--- src/rtl/intr_nch_pkg.sv ---
// Shared constants for the parametrised interrupt controller: register
// indices, id width and the claim-valid bit position helper.
package vc_intr_pkg;

  localparam int unsigned ID_W   = 4;
  localparam int unsigned ADDR_W = 4;

  typedef enum logic [ADDR_W-1:0] {
    INTR_PENDING   = 4'd0,
    INTR_ENABLE    = 4'd1,
    INTR_MODE      = 4'd2,
    INTR_CLAIM     = 4'd3,
    INTR_COMPLETE  = 4'd4,
    INTR_GLOBAL    = 4'd5,
    INTR_INSERVICE = 4'd6,
    INTR_RAW       = 4'd7
  } intr_reg_e;

  // CLAIM valid flag sits in the top bit of the register word.
  function automatic int unsigned claim_valid_bit(input int unsigned rv);
    return rv - 1;
  endfunction

endpackage

--- src/rtl/intr_nch_sync.sv ---
// Two-flop synchroniser for one interrupt line, with a delayed copy for
// rising-edge detection.
module intr_sync (
  input  logic clk,
  input  logic reset,
  input  logic src,
  output logic level,
  output logic rise
);

  logic s1_q, s1_d;
  logic s2_q, s2_d;
  logic prev_q, prev_d;

  always_comb begin
    s1_d   = src;
    s2_d   = s1_q;
    prev_d = s2_q;
  end

  always_ff @(posedge clk) begin
    if (!reset) begin
      s1_q   <= 1'b0;
      s2_q   <= 1'b0;
      prev_q <= 1'b0;
    end else begin
      s1_q   <= s1_d;
      s2_q   <= s2_d;
      prev_q <= prev_d;
    end
  end

  assign level = s2_q;
  assign rise  = s2_q & ~prev_q;

endmodule

--- src/rtl/intr_nch.sv ---
// Interrupt controller for up to 15 sources: per-source sync, level/edge
// pending, enable, fixed-priority claim/complete and a registered CPU request.
module intr_nch
  import vc_intr_pkg::*;
#(
  parameter int unsigned NSRC = 3,
  parameter int unsigned RV   = 16
) (
  input  logic              clk,
  input  logic              reset,
  input  logic [NSRC-1:0]   src,
  output logic              interrupt,
  input  logic [ADDR_W-1:0] io_addr,
  input  logic              io_write,
  input  logic              io_read,
  input  logic [RV-1:0]     io_wdata,
  output logic [RV-1:0]     io_rdata
);

  localparam int unsigned CLAIM_BIT = claim_valid_bit(RV);

  logic [NSRC-1:0] raw, rise;

  for (genvar g = 0; g < int'(NSRC); g++) begin : g_sync
    intr_sync u_sync (
      .clk   (clk),
      .reset (reset),
      .src   (src[g]),
      .level (raw[g]),
      .rise  (rise[g])
    );
  end

  logic [NSRC-1:0] en_q, en_d;
  logic [NSRC-1:0] mode_q, mode_d;
  logic [NSRC-1:0] insvc_q, insvc_d;
  logic [NSRC-1:0] epend_q, epend_d;
  logic            glob_q, glob_d;
  logic            int_q, int_d;

  logic [NSRC-1:0] pend, elig, claim_oh, cmp_oh, w1c, wdata_n;
  logic [ID_W-1:0] claim_id, cmp_id;
  logic            claim_valid, claim_fire, cmp_ok;
  logic            unused_wdata;

  // Level sources expose the synchronised line; edge sources the sticky flop.
  assign pend    = (mode_q & epend_q) | (~mode_q & raw);
  assign elig    = pend & en_q & ~insvc_q;
  assign wdata_n = io_wdata[NSRC-1:0];
  assign cmp_id  = io_wdata[ID_W-1:0];
  assign unused_wdata = ^io_wdata;

  // Fixed priority: lowest index wins.
  always_comb begin
    claim_id = '0;
    for (int i = int'(NSRC) - 1; i >= 0; i--) begin
      if (elig[i]) claim_id = ID_W'(i);
    end
  end

  always_comb begin
    claim_oh = '0;
    cmp_oh   = '0;
    for (int i = 0; i < int'(NSRC); i++) begin
      claim_oh[i] = (claim_id == ID_W'(i));
      cmp_oh[i]   = (cmp_id == ID_W'(i));
    end
  end

  assign claim_valid = |elig;
  assign claim_fire  = io_read & ~io_write & (io_addr == INTR_CLAIM) & claim_valid;
  assign cmp_ok      = 32'(cmp_id) < NSRC;

  always_comb begin
    en_d    = en_q;
    mode_d  = mode_q;
    insvc_d = insvc_q;
    glob_d  = glob_q;
    w1c     = '0;
    int_d   = glob_q & |elig;
    if (io_write) begin
      case (io_addr)
        INTR_PENDING:  w1c = wdata_n & mode_q;
        INTR_ENABLE:   en_d = wdata_n;
        INTR_MODE:     mode_d = wdata_n;
        INTR_COMPLETE: if (cmp_ok) insvc_d = insvc_q & ~cmp_oh;
        INTR_GLOBAL:   glob_d = io_wdata[0];
        default:       ;
      endcase
    end else if (claim_fire) begin
      insvc_d = insvc_q | claim_oh;
      w1c     = claim_oh & mode_q;
    end
    // A new edge in the same cycle as a clear keeps the bit set.
    epend_d = (epend_q & ~w1c) | (rise & mode_q);
  end

  always_ff @(posedge clk) begin
    if (!reset) begin
      en_q    <= '0;
      mode_q  <= '0;
      insvc_q <= '0;
      epend_q <= '0;
      glob_q  <= 1'b0;
      int_q   <= 1'b0;
    end else begin
      en_q    <= en_d;
      mode_q  <= mode_d;
      insvc_q <= insvc_d;
      epend_q <= epend_d;
      glob_q  <= glob_d;
      int_q   <= int_d;
    end
  end

  assign interrupt = int_q;

  always_comb begin
    io_rdata = '0;
    case (io_addr)
      INTR_PENDING:   io_rdata = RV'(pend);
      INTR_ENABLE:    io_rdata = RV'(en_q);
      INTR_MODE:      io_rdata = RV'(mode_q);
      INTR_CLAIM: begin
        if (claim_valid) begin
          io_rdata[CLAIM_BIT]  = 1'b1;
          io_rdata[ID_W-1:0]   = claim_id;
        end
      end
      INTR_GLOBAL:    io_rdata = RV'(glob_q);
      INTR_INSERVICE: io_rdata = RV'(insvc_q);
      INTR_RAW:       io_rdata = RV'(raw);
      default:        io_rdata = '0;
    endcase
  end

endmodule

--- config.mk ---
export PLATFORM = sky130hd
export DESIGN_NAME = intr_nch
export DESIGN_NICKNAME = d
export VERILOG_FILES = /design/src/rtl/intr_nch_pkg.sv /design/src/rtl/intr_nch_sync.sv /design/src/rtl/intr_nch.sv
export SDC_FILE = /design/constraint.sdc
export NUM_CORES = 1
export LEC_CHECK = 0
export CORE_UTILIZATION = 49
export DETAILED_ROUTE_END_ITERATION = 10
export PLACE_DENSITY = 0.89
export SLEW_MARGIN = 40
export SYNTH_ARGS = -nofsm -noshare
export SYNTH_HDL_FRONTEND = slang
export SYNTH_SLANG_ARGS = --single-unit
--- constraint.sdc ---
create_clock -name clk -period 3.6 [get_ports clk]
set_clock_uncertainty 0.05 [all_clocks]
set_input_delay 0.72 -clock clk [delete_from_list [all_inputs] [get_ports clk]]
set_output_delay 0.72 -clock clk [all_outputs]
set_load 0.005 [all_outputs]
=== Word level (Yosys, flattened, before mapping) ===
Cells that the tools add are included.

* Register bits after elaboration: 23
* Output and inout port bits: 17

* Magnitude comparators: 1
* Eq/ne operators: 13
* Muxes and demuxes: 14
* Bitwise gates (word level): 27
* Reductions and logical operators: 9

{| class="wikitable"
|+ Operator list
! kind !! number
|-
| $pmux 4 s7 || 1
|-
| $and 3x3->3 || 9
|-
| $mux 3 || 7
|-
| $eq 4x2->1 const B || 4
|-
| $eq 4x3->1 const B || 4
|-
| $eq 4x1->1 const B || 3
|-
| $logic_not 4->1 || 3
|-
| $mux 4 || 3
|-
| $not 3->3 || 4
|-
| $or 3x3->3 || 3
|-
| $and 1x1->1 || 7
|-
| $reduce_and 2->1 || 3
|-
| $lt 4x2->1 const B || 1
|-
| $ne 2x1->1 const B || 2
|-
| $not 1->1 || 4
|-
| $reduce_and 3->1 || 1
|-
| $reduce_or 3->1 || 1
|-
| $mux 1 || 2
|-
| $mux 2 || 1
|-
| $reduce_bool 2->1 || 1
|}

=== Logic depth before layout (Yosys ltp) ===
* Depth after elaboration: 15
* Depth in mapped cells: 5
* Mapped depth without buffers: 4

=== Modules after synthesis ===
Synthesis repeated with hierarchy kept, for this count alone.

* Cell total of the unflattened synthesis: 144
* Area total of the unflattened synthesis: 1315.0 sq um

{| class="wikitable"
|+ Modules (own cells, without submodules)
! module !! instances !! cells an instance !! area an instance (sq um)
|-
| intr_nch || 1 || 123 || 1037.2
|-
| intr_sync || 3 || 7 || 92.6
|}

=== Worst setup path before layout ===
OpenSTA, ideal clock, no wires.

* Path kind: input port to output port
* Start point: input port io_addr[1]
* End point: output port io_rdata[1]
* Arrival: 1616 ps
* Path slack: 1214 ps
* Stages on the path: 4
* Path buffers: 0
* Cell sequence: or3b_2 > a21oi_1 > a311oi_1 > o32ai_1

* Word-level cells in the longest chain between the ends: 2
* Elaborated cells between the ends (all ways): 8

{| class="wikitable"
|+ RTL lines
! what !! RTL line !! source
|-
| from (decl) || intr_nch.sv:13 || <nowiki>input logic [ADDR_W-1:0] io_addr,</nowiki>
|-
| $eq 4x3->1, or another cell as far along || intr_nch.sv:120 || <nowiki>case (io_addr)</nowiki>
|-
| $pmux 4 s7 (*) || intr_nch.sv:120 ||
|-
| to (decl) || intr_nch.sv:17 || <nowiki>output logic [RV-1:0] io_rdata</nowiki>
|}

Every way passes the cells marked *; elsewhere a longest branch is shown, timed or not.

=== Worst setup path in the final report ===
Ends and elaborated chain as after synthesis.

==> metrics <==
status complete, no violations; Initial Utilization between 50% and 60%; Synth async-reset ratio 0%; Die Span X between 50 and 60 µm; placed insts between 150 and 200; Vias/cell around 5.9; Crit path required time between 2 and 3 ns; first-pass GRT wire length about 4600 µm; # DRC 0; Tightest Hold Check Type flip-flop to flip-flop; Setup Fix Bufs, Post-CTS 0; predominant post-synthesis flop cell dfxtp_1; Detailed Place HPWL around 2000 µm; Pins Over Slew Limit 0; number of DRC markers in iteration 0 27; register area share after synthesis between 30% and 40%; Die Span Y 54.15 µm; layout cells sized above 1 between 10% and 20%; worst reg2reg path depth 4; Pre-Repair DR Iteration Count 4; Max H-tree Level 1; synth-to-layout area growth 15.02%; power per cell area between 200 and 300 mW/mm²; warnings from Yosys 0; Worst Path Max Fanout 2; Buffers on Ports 19; antenna-violating nets left 0; sequential share of power about three fifths; grt ovf 0; worst-case clock buffer depth 2; final net count approximately 190; gp weighted congestion a little under 0.9; CTS resizes 0; number of global-route vias before repair 1036; Leak a little under 0.6 nW; Rows 18; die area roughly 0.003 mm²; Ant. Diodes 0; Cells after Synth about 140; Total GRT Usage between 20% and 30%; ranking of synthesized cells by area dfxtp_1, buf_4, mux2i_1; TritonCTS clock tree done; Rel. slew slack a little under three fifths; clock slew at reported path FFs roughly 0.13 ns; # hold bufs at CTS 0; core area approximately 0.0025 mm²; final core occ approximately three fifths; Clock Tree Root clkbuf_4; CP Capture Type output port; final setup fails 0; Tmin final ~3.5 ns; largest net degree at the start of global routing 24; Cell Count, Final, Fillers Out 194; Internal about 0.34 mW; crit path DAT 2.75 ns; total CTS buffers 3; final hold violation count 0; cell depth of the worst hold path 1; Tcrit/Tclk final 97.91%; Clock Latency Late Sink roughly 0.32 ns; logic gate share of total power ~14%; number of synthesized flops with an enable pin 0; Seq cells post-synth 23; WL/cell ~14 µm; count of cell types in the netlist between 40 and 50; unrepaired setup endpoints after global routing no; worst setup path class input port to output port; initial antenna violation count 0; sw frac between 20% and 30%; clk sinks 23; most instantiated library cell after synthesis dfxtp_1; switching pwr 0.1166 mW; Avg Cell Area, Syn just over 9 µm²; Critical Path Start Type input port; WL final 2748 µm; most common library cells after synthesis dfxtp_1, buf_4, and2_1, nor2b_1, nand2_1; share of the synthesized area in the top cell type 34.55%; worst slew pin tran roughly 0.67 ns; Top-Level Pins 44; via count about 1200; reg2reg setup slack 1.96 ns; synthesized area approximately 0.0013 mm²; VDD IR max about 300 µV; clock network fraction of total power approximately 27%; Yosys top cell by area dfxtp_1; FMAX between 200 and 300 MHz; setup TNS 0 ns; Max-cap violations 0
-- critical path: stages --
cell and delay (ns):
clkdlybuf4s50_1 0.44, or3b_2 0.45, a21oi_1 0.18, a311oi_1 0.07
o32ai_1 0.34, clkdlybuf4s50_1 0.56
-- cell usage in the layout (no fill, tap or decap), types with 2 or more instances in the layout --
cell / synthesis / layout
buf_4: 12 / 3
o21ai_0: 7 / 7
and3_1: 2 / 2
nand4b_1: 3 / 3
a31oi_1: 2 / 2
conb_1: 1 / 12
o211a_1: 2 / 2
clkbuf_4: 0 / 3
mux2i_1: 7 / 7
nand3_1: 5 / 5
inv_1: 4 / 4
and2_1: 9 / 9
mux2_2: 4 / 4
nor2b_1: 9 / 9
dfxtp_1: 23 / 23
a32o_1: 2 / 2
a21oi_1: 7 / 7
a21o_1: 2 / 2
clkdlybuf4s50_1: 0 / 19
nor2_1: 3 / 3
a21boi_0: 3 / 3
or3b_1: 2 / 2
nand2_1: 8 / 8
nand4_1: 3 / 3
nand2b_1: 3 / 3
-- power by group through the flow --
stage	clock network (mW)	registers [mW]	logic (mW)
finish	0.123	0.265	0.0639
CTS	0.125	0.265	0.0630
detailed placement	0	0.271	0.0628
global route	0.132	0.266	0.0699
global placement	0	0.270	0.0612
floorplan	0	0.269	0.0424
-- path summary, 6_finish.rpt --
check                   startpoint                endpoint
max                     io_addr[1]             io_rdata[1]
min          g_sync[2].u_sync.s1_q  g_sync[2].u_sync.level
max reg2reg              mode_q[1]              epend_q[2]
min reg2reg  g_sync[2].u_sync.s1_q  g_sync[2].u_sync.level
-- flip-flops by register name, summed over array words and instances, names as in the netlist, 3 cells and up --
register              count
insvc_q                   3
g_sync.u_sync.s1_q        3
g_sync.u_sync.level       3
mode_q                    3
en_q                      3
g_sync.u_sync.prev_q      3
epend_q                   3
-- stage by stage --
step	hold WS [ns]	instance area (µm²)	worst slack, ns	total power, mW
2_1_floorplan	0.3619	1374	1.214	0.3117
3_3_place_gp	0.3649	1505	0.1528	0.3314
3_5_place_dp	0.3787	1505	0.1260	0.3335
4_1_cts	0.4085	1533	0.1293	0.4528
5_1_grt	0.4143	1533	0.03036	0.4682
6_report	0.4027	1533	0.07515	0.4519
-- cells by family after synthesis --
family          Yosys count  synth area share (%)
flops                    23                 34.55
mux                      12                 9.765
buf+inv                  21                 10.05
other cells               1                0.2814
compound gates           33                 18.31
simple gates             54                 27.04
-- per-layer routing --
| metal | track usage (%) | vias to the layer above | share of wire (%) |
|---|---|---|---|
| met1 | 28.35 | 536 | 42 |
| met5 | 0 | - | 0 |
| met2 | 32.93 | 67 | 47 |
| met4 | 14.10 | 0 | 3.7 |
| li1 | - | 536 | - |
| met3 | 4.237 | 14 | 7.0 |
-- final cells by class --
class | instances | area (µm²)
Clock buffer | 3 | 22.52
Tap cell | 30 | 37.54
Multi-Input combinational cell | 111 | 779.5
Timing Repair Buffer | 22 | 212.7
Clock inverter | 1 | 5.005
Inverter | 4 | 15.01
Sequential cell | 23 | 460.4
Fill cell | 237 | 989.7
No activity file was read; power rests on OpenSTA's default activity.
